**src/rtl/axi_lite_rd_arbiter_if.sv**
```systemverilog
// AXI-lite read channel bundle (AR + R) shared by both arbiter sides.
//   master modport: drives ARADDR/ARVALID/RREADY, receives ARREADY/RDATA/RRESP/RVALID.
//   slave  modport: the mirror image.
interface axi_lite_rd_arbiter_if #(
  parameter int unsigned ADDR_WIDTH = 32,
  parameter int unsigned DATA_WIDTH = 32
);
  logic [ADDR_WIDTH-1:0] ARADDR;
  logic                  ARVALID;
  logic                  ARREADY;
  logic [DATA_WIDTH-1:0] RDATA;
  logic [1:0]            RRESP;
  logic                  RVALID;
  logic                  RREADY;

  modport master (
    output ARADDR, ARVALID, RREADY,
    input  ARREADY, RDATA, RRESP, RVALID
  );

  modport slave (
    input  ARADDR, ARVALID, RREADY,
    output ARREADY, RDATA, RRESP, RVALID
  );
endinterface

```
**src/rtl/axi_lite_rd_arbiter.sv**
```systemverilog
// Two-master round-robin arbiter onto one AXI-lite read port, one transaction in flight.
//   clk   : rising-edge clock
//   rst   : asynchronous active-low reset
//   m0    : fetch-stage read channel (arbiter acts as its slave)
//   m1    : load-unit read channel (arbiter acts as its slave)
//   s     : shared read channel towards memory (arbiter acts as master)
//   owner : current or most recent grant (0 = m0, 1 = m1)
module axi_lite_rd_arbiter #(
  parameter int unsigned ADDR_WIDTH = 32,
  parameter int unsigned DATA_WIDTH = 32
) (
  input  logic                  clk,
  input  logic                  rst,
  axi_lite_rd_arbiter_if.slave  m0,
  axi_lite_rd_arbiter_if.slave  m1,
  axi_lite_rd_arbiter_if.master s,
  output logic                  owner
);

  localparam logic [DATA_WIDTH-1:0] NoData = '0;

  typedef enum logic [1:0] {StIdle, StAddr, StData} state_e;

  state_e                state_q, state_d;
  logic [ADDR_WIDTH-1:0] addr_q, addr_d;
  logic                  grant_q, grant_d;
  logic                  last_q, last_d;
  logic                  pick;

  always_ff @(posedge clk or negedge rst) begin
    if (!rst) begin
      state_q <= StIdle;
      addr_q  <= '0;
      grant_q <= 1'b0;
      last_q  <= 1'b1;  // makes m0 win the first tie
    end else begin
      state_q <= state_d;
      addr_q  <= addr_d;
      grant_q <= grant_d;
      last_q  <= last_d;
    end
  end

  always_comb begin
    state_d    = state_q;
    addr_d     = addr_q;
    grant_d    = grant_q;
    last_d     = last_q;
    m0.ARREADY = 1'b0;
    m0.RVALID  = 1'b0;
    m0.RDATA   = NoData;
    m0.RRESP   = 2'b00;
    m1.ARREADY = 1'b0;
    m1.RVALID  = 1'b0;
    m1.RDATA   = NoData;
    m1.RRESP   = 2'b00;
    s.ARADDR   = addr_q;
    s.ARVALID  = 1'b0;
    s.RREADY   = 1'b0;
    // On a tie the master that did not finish last wins; otherwise whoever asks.
    pick = (m0.ARVALID && m1.ARVALID) ? ~last_q : m1.ARVALID;

    unique case (state_q)
      StIdle: begin
        // rst gate keeps ARREADY low while reset is held (state is already idle then).
        if (rst && (m0.ARVALID || m1.ARVALID)) begin
          if (pick) begin
            m1.ARREADY = 1'b1;
            addr_d     = m1.ARADDR;
          end else begin
            m0.ARREADY = 1'b1;
            addr_d     = m0.ARADDR;
          end
          grant_d = pick;
          state_d = StAddr;
        end
      end
      StAddr: begin
        s.ARVALID = 1'b1;
        if (s.ARREADY) state_d = StData;
      end
      StData: begin
        if (grant_q) begin
          m1.RVALID = s.RVALID;
          m1.RDATA  = s.RDATA;
          m1.RRESP  = s.RRESP;
          s.RREADY  = m1.RREADY;
        end else begin
          m0.RVALID = s.RVALID;
          m0.RDATA  = s.RDATA;
          m0.RRESP  = s.RRESP;
          s.RREADY  = m0.RREADY;
        end
        if (s.RVALID && s.RREADY) begin
          last_d  = grant_q;
          state_d = StIdle;
        end
      end
      default: state_d = StIdle;
    endcase
  end

  assign owner = grant_q;

endmodule

```
**src/flat_wrapper.sv**
```systemverilog
// flat-port wrapper written by rule: the top's interface ports become plain ports
module axi_lite_rd_arbiter_flat 
#(
  parameter int unsigned ADDR_WIDTH = 32,
  parameter int unsigned DATA_WIDTH = 32
)
  (clk, rst, owner, m0_ARADDR, m0_ARVALID, m0_RREADY, m0_ARREADY, m0_RDATA, m0_RRESP, m0_RVALID, m1_ARADDR, m1_ARVALID, m1_RREADY, m1_ARREADY, m1_RDATA, m1_RRESP, m1_RVALID, s_ARADDR, s_ARVALID, s_RREADY, s_ARREADY, s_RDATA, s_RRESP, s_RVALID);
  axi_lite_rd_arbiter_if #(.ADDR_WIDTH(ADDR_WIDTH), .DATA_WIDTH(DATA_WIDTH)) m0_i ();
  axi_lite_rd_arbiter_if #(.ADDR_WIDTH(ADDR_WIDTH), .DATA_WIDTH(DATA_WIDTH)) m1_i ();
  axi_lite_rd_arbiter_if #(.ADDR_WIDTH(ADDR_WIDTH), .DATA_WIDTH(DATA_WIDTH)) s_i ();
  input  logic clk;
  input  logic rst;
  output logic owner;
  input wire logic [$bits(m0_i.ARADDR)-1:0] m0_ARADDR;
  input wire logic [$bits(m0_i.ARVALID)-1:0] m0_ARVALID;
  input wire logic [$bits(m0_i.RREADY)-1:0] m0_RREADY;
  output wire logic [$bits(m0_i.ARREADY)-1:0] m0_ARREADY;
  output wire logic [$bits(m0_i.RDATA)-1:0] m0_RDATA;
  output wire logic [$bits(m0_i.RRESP)-1:0] m0_RRESP;
  output wire logic [$bits(m0_i.RVALID)-1:0] m0_RVALID;
  input wire logic [$bits(m1_i.ARADDR)-1:0] m1_ARADDR;
  input wire logic [$bits(m1_i.ARVALID)-1:0] m1_ARVALID;
  input wire logic [$bits(m1_i.RREADY)-1:0] m1_RREADY;
  output wire logic [$bits(m1_i.ARREADY)-1:0] m1_ARREADY;
  output wire logic [$bits(m1_i.RDATA)-1:0] m1_RDATA;
  output wire logic [$bits(m1_i.RRESP)-1:0] m1_RRESP;
  output wire logic [$bits(m1_i.RVALID)-1:0] m1_RVALID;
  output wire logic [$bits(s_i.ARADDR)-1:0] s_ARADDR;
  output wire logic [$bits(s_i.ARVALID)-1:0] s_ARVALID;
  output wire logic [$bits(s_i.RREADY)-1:0] s_RREADY;
  input wire logic [$bits(s_i.ARREADY)-1:0] s_ARREADY;
  input wire logic [$bits(s_i.RDATA)-1:0] s_RDATA;
  input wire logic [$bits(s_i.RRESP)-1:0] s_RRESP;
  input wire logic [$bits(s_i.RVALID)-1:0] s_RVALID;
  assign m0_i.ARADDR = m0_ARADDR;
  assign m0_i.ARVALID = m0_ARVALID;
  assign m0_i.RREADY = m0_RREADY;
  assign m0_ARREADY = m0_i.ARREADY;
  assign m0_RDATA = m0_i.RDATA;
  assign m0_RRESP = m0_i.RRESP;
  assign m0_RVALID = m0_i.RVALID;
  assign m1_i.ARADDR = m1_ARADDR;
  assign m1_i.ARVALID = m1_ARVALID;
  assign m1_i.RREADY = m1_RREADY;
  assign m1_ARREADY = m1_i.ARREADY;
  assign m1_RDATA = m1_i.RDATA;
  assign m1_RRESP = m1_i.RRESP;
  assign m1_RVALID = m1_i.RVALID;
  assign s_ARADDR = s_i.ARADDR;
  assign s_ARVALID = s_i.ARVALID;
  assign s_RREADY = s_i.RREADY;
  assign s_i.ARREADY = s_ARREADY;
  assign s_i.RDATA = s_RDATA;
  assign s_i.RRESP = s_RRESP;
  assign s_i.RVALID = s_RVALID;
  axi_lite_rd_arbiter #(.ADDR_WIDTH(ADDR_WIDTH), .DATA_WIDTH(DATA_WIDTH)) u_core (.clk(clk), .rst(rst), .m0(m0_i), .m1(m1_i), .s(s_i), .owner(owner));
endmodule
```
**config.mk**
```make
export PLATFORM = sky130hd
export DESIGN_NAME = axi_lite_rd_arbiter_flat
export DESIGN_NICKNAME = d
export VERILOG_FILES = /design/src/rtl/axi_lite_rd_arbiter_if.sv /design/src/rtl/axi_lite_rd_arbiter.sv /design/src/flat_wrapper.sv
export SDC_FILE = /design/constraint.sdc
export NUM_CORES = 1
export LEC_CHECK = 0
export BUFFER_PORTS_ARGS = -buffer_cell sky130_fd_sc_hd__buf_2
export CAP_MARGIN = 20
export CORE_MARGIN = 3
export CORE_UTILIZATION = 37
export DETAILED_ROUTE_END_ITERATION = 8
export PLACE_DENSITY = 0.83
export SETUP_SLACK_MARGIN = 0.2
export SLEW_MARGIN = 40
export SYNTH_ARGS = -nofsm -noshare
export SYNTH_HDL_FRONTEND = slang
export SYNTH_SLANG_ARGS = --single-unit
```
**constraint.sdc**
```tcl
create_clock -name clk -period 2.2 [get_ports clk]
set_input_delay 0.44 -clock clk [delete_from_list [all_inputs] [get_ports clk]]
set_output_delay 0.44 -clock clk [all_outputs]
set_load 0.03 [all_outputs]
```
==> results.txt, run 1 <==
The number of synthesized flops with an enable pin is 0. The mux cell area share after synthesis came out at 0.00952. The share of synthesized registers carrying an async set or reset is 1.00. The leading cell type by number of instances after synthesis is and2_1. The share of the clock period used by the worst path is 0.950.

The worst slew margin relative to its limit is 0.467. The detail-routed via count per cell came out at 5.21. The via count of the first global-routing pass came out at 2,684. The clock-pin slew on the worst setup and hold paths came out at 0.08 ns. In this run, the number of DRC markers left after iteration 0 of detailed routing was 153.

Across the run, the number of max-cap violations was 0. The total vias in the final route is 2,763. The leakage power total is 2.10 nW. The area of the placeable core came out at 0.00568 mm^2. The number of filler cells placed in the layout came out at 430.

The sequential-to-total area share from yosys stat is 0.404. Buffers inserted during clock tree synthesis total 5. The fraction of the mapped netlist area in compound gates is 0.169. The net count of the mapped netlist is 352.

The average routed wire per standard cell came out at 18.1 um. The floorplan step set the die width to about 84 um. Summed over all layers, the routed wires come to approximately 9600 um. The initialized floorplan defines 27 standard-cell rows.

The area growth from synthesis to layout came out at 76.7%. The signal arrival time at the worst endpoint is 1.65 ns. The global-route wire length before repair came out at 13,500 um. Ranked by instance count, the synthesized netlist is headed by 70 x and2_1, 35 x dfrtp_1, 32 x a221o_1, 32 x nand2_1, 32 x nor3_1. The adder-cell area share of the yosys netlist is 0. The number of antenna diodes in the final layout is 0.

The initial core utilization is 0.394. The total congestion overflow after global routing is 0. The number of hold violations in the final report is 0. The number of setup violations in the final report is 0. Detailed placement finished with a half-perimeter wire length of approximately 6300 um. The floorplan step set the die height to 83.7 um. Across the VDD grid, the largest voltage drop is 0.673 mV. For the final database, setup skew stands at 0.00926 ns. The number of placed I/O pins is 213. The number of clock sinks is 36. The detailed-routing iteration count for the pre-antenna-repair pass came out at 5.

The run finished with clean final reports. Of the cells placed in the final design, the portion with a size suffix greater than 1 is 0.596. The number of antenna violations at the first check in global routing is 0. Counting flops and latches in the post-synthesis netlist gives 36. Of the total synthesized cell area, the portion taken by AND, OR, NAND and NOR gates is 0.349. Setup repair after global routing could not meet its margin everywhere.

The number of max-slew violations in the final report came out at 0. Sorting the synthesized cells by area gives the leading types as dfrtp_1 39%, and2_1 20%, a221o_1 14%, nor3_1 7.2%, nand2_1 5.4%. The synthesized netlist contains 22 unique library cells. The fraction of synthesized cell area taken by the top area cell type is 0.392. The completed layout was analyzed and its total power is 4.68 mW. Among all flip-flop cells after synthesis, the most frequent one is dfrtp_1. The average cell area after synthesis came out at 9.08 um^2. The worst setup path is of the flop to primary output kind. The total DRC errors in the routed layout is 0. The power density over the cells is 1190 mW/mm^2. At the pin with the least slew margin, the transition time is between 0.7 and 0.8 ns. The worst hold-check slack came out at 0.226 ns.

The final instance count without filler cells is 530. By area, the combinational part of the netlist is dominated by simple AND/OR/NAND/NOR gates. The root buffer cell chosen for the clock tree is clkbuf_8. The cell area after synthesis came out at 0.00223 mm^2.

In this run the worst path has a maximum fanout of 35. For the worst setup path, the data required time is 1.76 ns. The final layout net count came out at between 500 and 600. The minimum clock period after layout came out at approximately 2.1 ns. The maximum number of pins on one net before global-route repair came out at 37. The number of routed nets with antenna violations is 0. The tightest min-delay check is of the input port to asynchronous set/reset pin type. The floorplan step defined a die boundary enclosing 0.00701 mm^2. The cell count after placement came out at around 510. The clock reaches the later pin of the worst-skew pair after 0.28 ns. The total global-route track usage came out at 0.237. The leading area contributor after synthesis is dfrtp_1. Summed over all failing endpoints, the final setup total negative slack is 0 ns. The worst setup path is captured at a primary output.

Derived from the worst setup path, the maximum achievable clock frequency is 478 MHz. The number of H-tree branching levels is 2. The area share of xor/xnor cells in the synthesized design is 0. The count of synthesis-stage warnings from yosys is 0.

The core occupancy in the finished layout came out at 0.696. The maximum root-to-sink buffer count is 2. The total of hold buffers inserted after clock tree synthesis is 0. The final weighted congestion in routability-driven placement is 0.878. The port buffer count is 212.

The worst setup path is launched from a flop. The count of mapped cells out of synthesis is 246. TritonCTS built the clock tree.
==> path summary, 6_finish.rpt <==
kind	start	to	slack (ns)	cells after the start
worst min register to register	u_core.s.ARADDR[5]	u_core.s.ARADDR[5]	0.51	1
worst max register to register	u_core.state_q[0]	u_core.s.ARADDR[1]	0.30	4
max in group asynchronous	rst	u_core.last_q	1.62	2
worst min-delay path	rst	u_core.s.ARADDR[20]	0.23	2
min in group clk	s_ARREADY	u_core.state_q[0]	0.36	2
worst max-delay path	u_core.state_q[0]	m1_RDATA[6]	0.11	5
==> worst max-delay path, cell delays in order, from the launching register on <==
cell     delay [ns]
dfrtp_1        0.41
or2b_4         0.30
nor2_2         0.13
buf_12         0.19
and2_1         0.18
buf_4          0.17
==> layout by cell type, fill, tap and decap left out, types with 2 or more instances in the layout <==
cell type | Yosys | routed
and2_1 | 70 | 41
inv_1 | 3 | 3
buf_2 | 0 | 140
clkbuf_16 | 0 | 2
buf_4 | 0 | 43
clkbuf_1 | 17 | 2
a221o_1 | 32 | 32
buf_6 | 7 | 40
buf_12 | 0 | 2
nand2_1 | 32 | 32
and2_4 | 0 | 29
clkbuf_8 | 0 | 5
dfrtp_1 | 35 | 35
nor3_1 | 32 | 32
==> final cells by class <==
cell class	instances	area (um^2)	area share
clock inverter	1	8.76	0.00222
multi-input combinational	183	1280	0.324
tap	72	90.1	0.0228
clock buffer	7	76.3	0.0193
timing repair buffer	228	1580	0.400
inverter	3	11.3	0.00285
sequential	36	902	0.228
==> metrics by stage <==
stage	instance area, um^2	setup WS [ns]
floorplan	2250	0.238
global placement	3330	0.189
detailed placement	3330	0.175
CTS	3670	0.153
global route	3950	0.0434
finish	3950	0.110
==> where the power goes <==
group	switching, mW	internal [mW]	total (mW)
registers	0.216	0.982	1.20
clock network	0.236	0.226	0.462
logic	1.84	1.18	3.02
total	2.29	2.39	4.68
==> state kept, by name (all words and copies together), names as in the netlist <==
name / count
u_core.s.ARADDR: 32
u_core.owner: 1
u_core.last_q: 1
u_core.state_q: 2
==> kinds of logic after synthesis <==
logic type / Yosys count
mux: 2
flops: 36
simple gates: 144
compound gates: 37
buf+inv: 27
==> routing by layer <==
| metal | track usage | wire [um] | vias to the layer above |
|---|---|---|---|
| met1 | 0.287 | 3650 | 1316 |
| met2 | 0.415 | 4950 | 139 |
| met4 | 0.0658 | 261 | 0 |
| li1 | - | - | 1286 |
| met3 | 0.0592 | 724 | 22 |
| met5 | 0 | 0 | - |
==> timing repair <==
| item | in CTS | in global routing |
|---|---|---|
| buffers inserted | 1 | 1 |
| hold endpoints to repair | 0 | 0 |
| resized for setup | 90 | 61 |
| gates cloned | 2 | 4 |
| pin swaps | 2 | 18 |
| setup endpoints to repair | 72 | 72 |
No activity file was read; power rests on OpenSTA's default activity.
==> run 2: changes to the inputs <==
--- a/config.mk
+++ b/config.mk
@@ -6,8 +6,9 @@
 export NUM_CORES = 1
 export LEC_CHECK = 0
+export ABC_AREA = 1
 export BUFFER_PORTS_ARGS = -buffer_cell sky130_fd_sc_hd__buf_2
 export CAP_MARGIN = 20
 export CORE_MARGIN = 3
-export CORE_UTILIZATION = 37
+export CORE_UTILIZATION = 38
 export DETAILED_ROUTE_END_ITERATION = 8
 export PLACE_DENSITY = 0.83
==> constraint.sdc (replaced) <==
create_clock -name clk -period 2.2 [get_ports clk]
set_input_delay 0.44 -clock clk [delete_from_list [all_inputs] [get_ports clk]]
set_output_delay 0.44 -clock clk [all_outputs]
set_load 0.005 [all_outputs]
==> results.txt, run 2 <==
The power share of the sequential group was 0.333 (+0.077). The share of power burned in the clock network is 0.159 (+0.060). The post-route setup TNS is 0 ns (unchanged).

The average routed wire per standard cell came out at 13.1 um (-27%). The number of placed I/O pins was 213 (unchanged). The synthesized design spends more area on one cell type than any other, namely dfrtp_1. The path category of the worst min-delay check is input port to asynchronous set/reset pin. The maximum fanout encountered on the critical timing path came to 17 (-51%). The switching portion of total power was 0.418 (-0.0715).

Setup repair after global routing left no endpoint under its margin. TritonCTS built the clock tree. The number of clock sinks is 36 (unchanged). The detailed placer's ending HPWL is 7100 um (+13%). The detail-routed via count per cell came to 4.69 (-10%). The part of the total power dissipated in combinational logic came out at 0.508 (-0.137). The number of routed nets with antenna violations came out at 0 (unchanged). The maximum root-to-sink buffer count is 2 (unchanged). The vertical extent of the die is 85.8 um (+2.5%). The signal arrival time at the worst endpoint was 1.47 ns (-0.18 ns).

The number of max-slew violations in the final report is 0 (unchanged). The number of H-tree branching levels came to 2 (unchanged). For this run, the leading register cell type out of synthesis is dfrtp_1.

The row count came out at 28 (+3.7%). The total congestion overflow after global routing is 0 (unchanged). The register bit total from synthesis is 36 (unchanged). The worst slew margin relative to its limit was 0.761 (+0.294). Sorting the synthesized cells by area gives the leading types as dfrtp_1 36%, nand2_1 27%, nor2_1 11%, nand3_1 6.8%, inv_1 6.2%. The flow ran to the end, and the final reports show no timing, DRC or antenna violations.

The final total power was 3.62 mW (-23%). The cell count after placement was 663 (+29%). The number of hold violations in the final report is 0 (unchanged). The endpoint type of the worst setup path is a primary output. The count of synthesis-stage warnings from yosys came to 0 (unchanged). The total global-route track usage came out at 0.236 (-0.00113). The fraction of synthesized cell area taken by the top area cell type was 0.362 (-0.0300). The highest attainable clock frequency is 524 MHz (+9.5%).

The number of maximum-capacitance violations is 0 (unchanged). The fraction of final layout cells sized beyond drive strength 1 came out at 0.415 (-0.181). The number of antenna violations at the first check in global routing was 3 (+3). The area of the placeable core came out at 0.00606 mm^2 (+6.8%). The critical path goes through inv_1 > nand2_2 > clkinv_4 > nand2_4 > nor2_1 > buf_2. The root buffer cell is clkbuf_8. The total of hold buffers inserted after clock tree synthesis is 0 (unchanged). The share of the clock period used by the worst path is 0.868 (-0.0825). The required time of the critical path is 1.76 ns (about the same). The total DRC errors in the routed layout is 0 (unchanged). The nature of the critical path startpoint is a flop.

The global-route wire length before repair is 13,800 um (+2.2%). The delay of the slowest critical-path stage was 0.41 ns (about the same). The number of DRC violations after detailed-routing iteration 0 is 106 (-31%). The cell-internal power is 2.10 mW (-12%). The maximum number of pins on one net before global-route repair is 36 (-2.7%). The total net switching power came to 1.51 mW (-34%). The net count of the mapped netlist is 497 (+41%). The slew at the pin with the worst max-slew slack came out at 0.359 ns (-0.438 ns).

The initial core utilization came out at 0.399 (+0.00552). The top cell types in the final layout, fill and taps aside, are 212 x buf_2, 173 x nand2_1, 69 x nor2_1, 39 x inv_1, 34 x dfrtp_1. nand2_1 is the most common cell in the netlist. The detailed-routing iteration count for the pre-antenna-repair pass is 4 (-1).

The average cell area after synthesis is 6.19 um^2 (-32%). The final layout net count came out at 705 (+25%). The number of synthesized flops with an enable pin is 0 (unchanged). The clock-pin slew on the worst setup and hold paths is 0.07 ns (about the same).

The via count of the first global-routing pass came to 2,949 (+9.9%). The worst hold-check slack is 0.104 ns (-0.122 ns). The cell area after synthesis came out at 0.00242 mm^2 (+8.3%). The largest clock skew in the final design is 0.00553 ns (-0.00373 ns). The total vias in the final route came out at 3,178 (+15%). The area growth from synthesis to layout came out at 51.1%. The count of mapped cells out of synthesis is 391 (+59%). The flip-flop count of the largest register, all copies and words added is 32 (unchanged). The number of unique standard cell types used by synthesis is 17 (-23%).

The number of filler cells placed in the layout came out at 587 (+37%). The power density over the cells came out at 990 mW/mm^2 (-16%). The final weighted congestion in routability-driven placement came out at 0.883 (+0.64%).

The leakage power total came to 2.53 nW (+20%). For this design, the slowest cell found on the critical path is dfrtp_1. The sequential-to-total area share from yosys stat is 0.373 (-0.0309). The area of the die came out at 0.00736 mm^2 (+5.0%). The share of synthesized registers carrying an async set or reset is 1.00 (unchanged). The final instance count without filler cells is 678 (+28%). The commonest cells after synthesis are 173 x nand2_1, 72 x nor2_1, 40 x inv_1. The number of setup violations in the final report came out at 0 (unchanged).

The library cell used most frequently in the layout, excluding fill and tap cells, is buf_2. The total routed wirelength came out at 8900 um (-7.2%). The port buffer count is 212 (unchanged). The clock insertion delay at the later pin of the skew report came to 0.28 ns (about the same). The minimum clock period after layout was 1.91 ns (-0.181 ns). The horizontal die dimension came out at 85.8 um (+2.5%).

The worst setup path is of the flop to primary output kind. The maximum vdd ir drop came to 0.427 mV (-37%). The TritonCTS buffer count came out at 5 (unchanged).
-- run 2: changes by cell type after synthesis, sizes merged, moves of 2 or more --
cell,delta
buf,+15
clkbuf,-17
nand2,+148
a221o,-32
nor3b,-2
inv,+38
nor2,+73
nand3,+33
nor3,-31
nor2b,-2
and2,-70
-- run 2: cell families after synthesis --
family / Yosys count / share of synthesized area
AOI/OAI and AO/OA: 2 / 0.00517
DFF: 36 / 0.373
and+or+nand+nor: 290 / 0.487
buffers and inverters: 63 / 0.135
-- run 2: final cells by class --
class	count	area (um^2)	area share
clock buffers	5	68.8	0.0188
repair buffers	221	1130	0.309
inverters	41	163	0.0445
flip-flops and latches	36	903	0.247
well taps	75	93.8	0.0257
diodes	3	7.51	0.00205
multi-input cells	294	1250	0.342
clock inverters	3	42.5	0.0116
-- run 2: through the flow --
| stage | utilization | worst slack, ns | cell area (um^2) |
|---|---|---|---|
| floorplan | - | 0.683 | 2420 |
| global placement | 0.570 | 0.407 | 3450 |
| detailed placement | 0.570 | 0.322 | 3450 |
| CTS | 0.590 | 0.177 | 3580 |
| finish | 0.603 | 0.291 | 3660 |
| global route | 0.603 | 0.199 | 3660 |
-- run 2: per-layer routing --
metal	vias up	global-route usage	wire [um]
met2	178	0.431	4530
met1	1407	0.263	3270
met5	-	0	0
met3	18	0.0538	861
li1	1575	-	-
met4	0	0.0935	243
-- run 2: repair_timing --
| item | in CTS | in global routing |
|---|---|---|
| setup buffers | 0 | 2 |
| hold endpoints to repair | 0 | 0 |
| pin swaps | 0 | 1 |
| endpoints found under the setup margin | 69 | 69 |
| cloned | 0 | 2 |
| gates resized for setup | 2 | 10 |
-- run 2: critical path: cells and delay by family, from the launching register on --
family,cells,cell delay (ns)
flip-flops,1,0.41
AND/OR/NAND/NOR,3,0.39
buffers and inverters,3,0.38
-- run 2: path summary, 6_finish.rpt --
check / start / to / slack, ns / cells after the start
min in group clk: s_ARREADY / u_core.state_q[0] / 0.35 / 2
setup reg to reg: u_core.state_q[1] / u_core.s.ARADDR[21] / 0.83 / 6
max in group asynchronous: rst / u_core.s.ARADDR[23] / 1.79 / 2
setup / recovery: u_core.state_q[0] / m0_RDATA[0] / 0.29 / 6
hold / removal: rst / u_core.owner / 0.10 / 2
hold reg to reg: u_core.s.ARADDR[13] / u_core.s.ARADDR[13] / 0.48 / 2
-- run 2: power by group through the flow --
stage	clock, mW	combinational [mW]	sequential, mW
2_1_floorplan	0	0.954	1.23
5_1_grt	0.627	2.06	1.26
3_3_place_gp	0	1.66	1.20
6_report	0.575	1.84	1.21
4_1_cts	0.589	1.72	1.21
3_5_place_dp	0	1.71	1.20
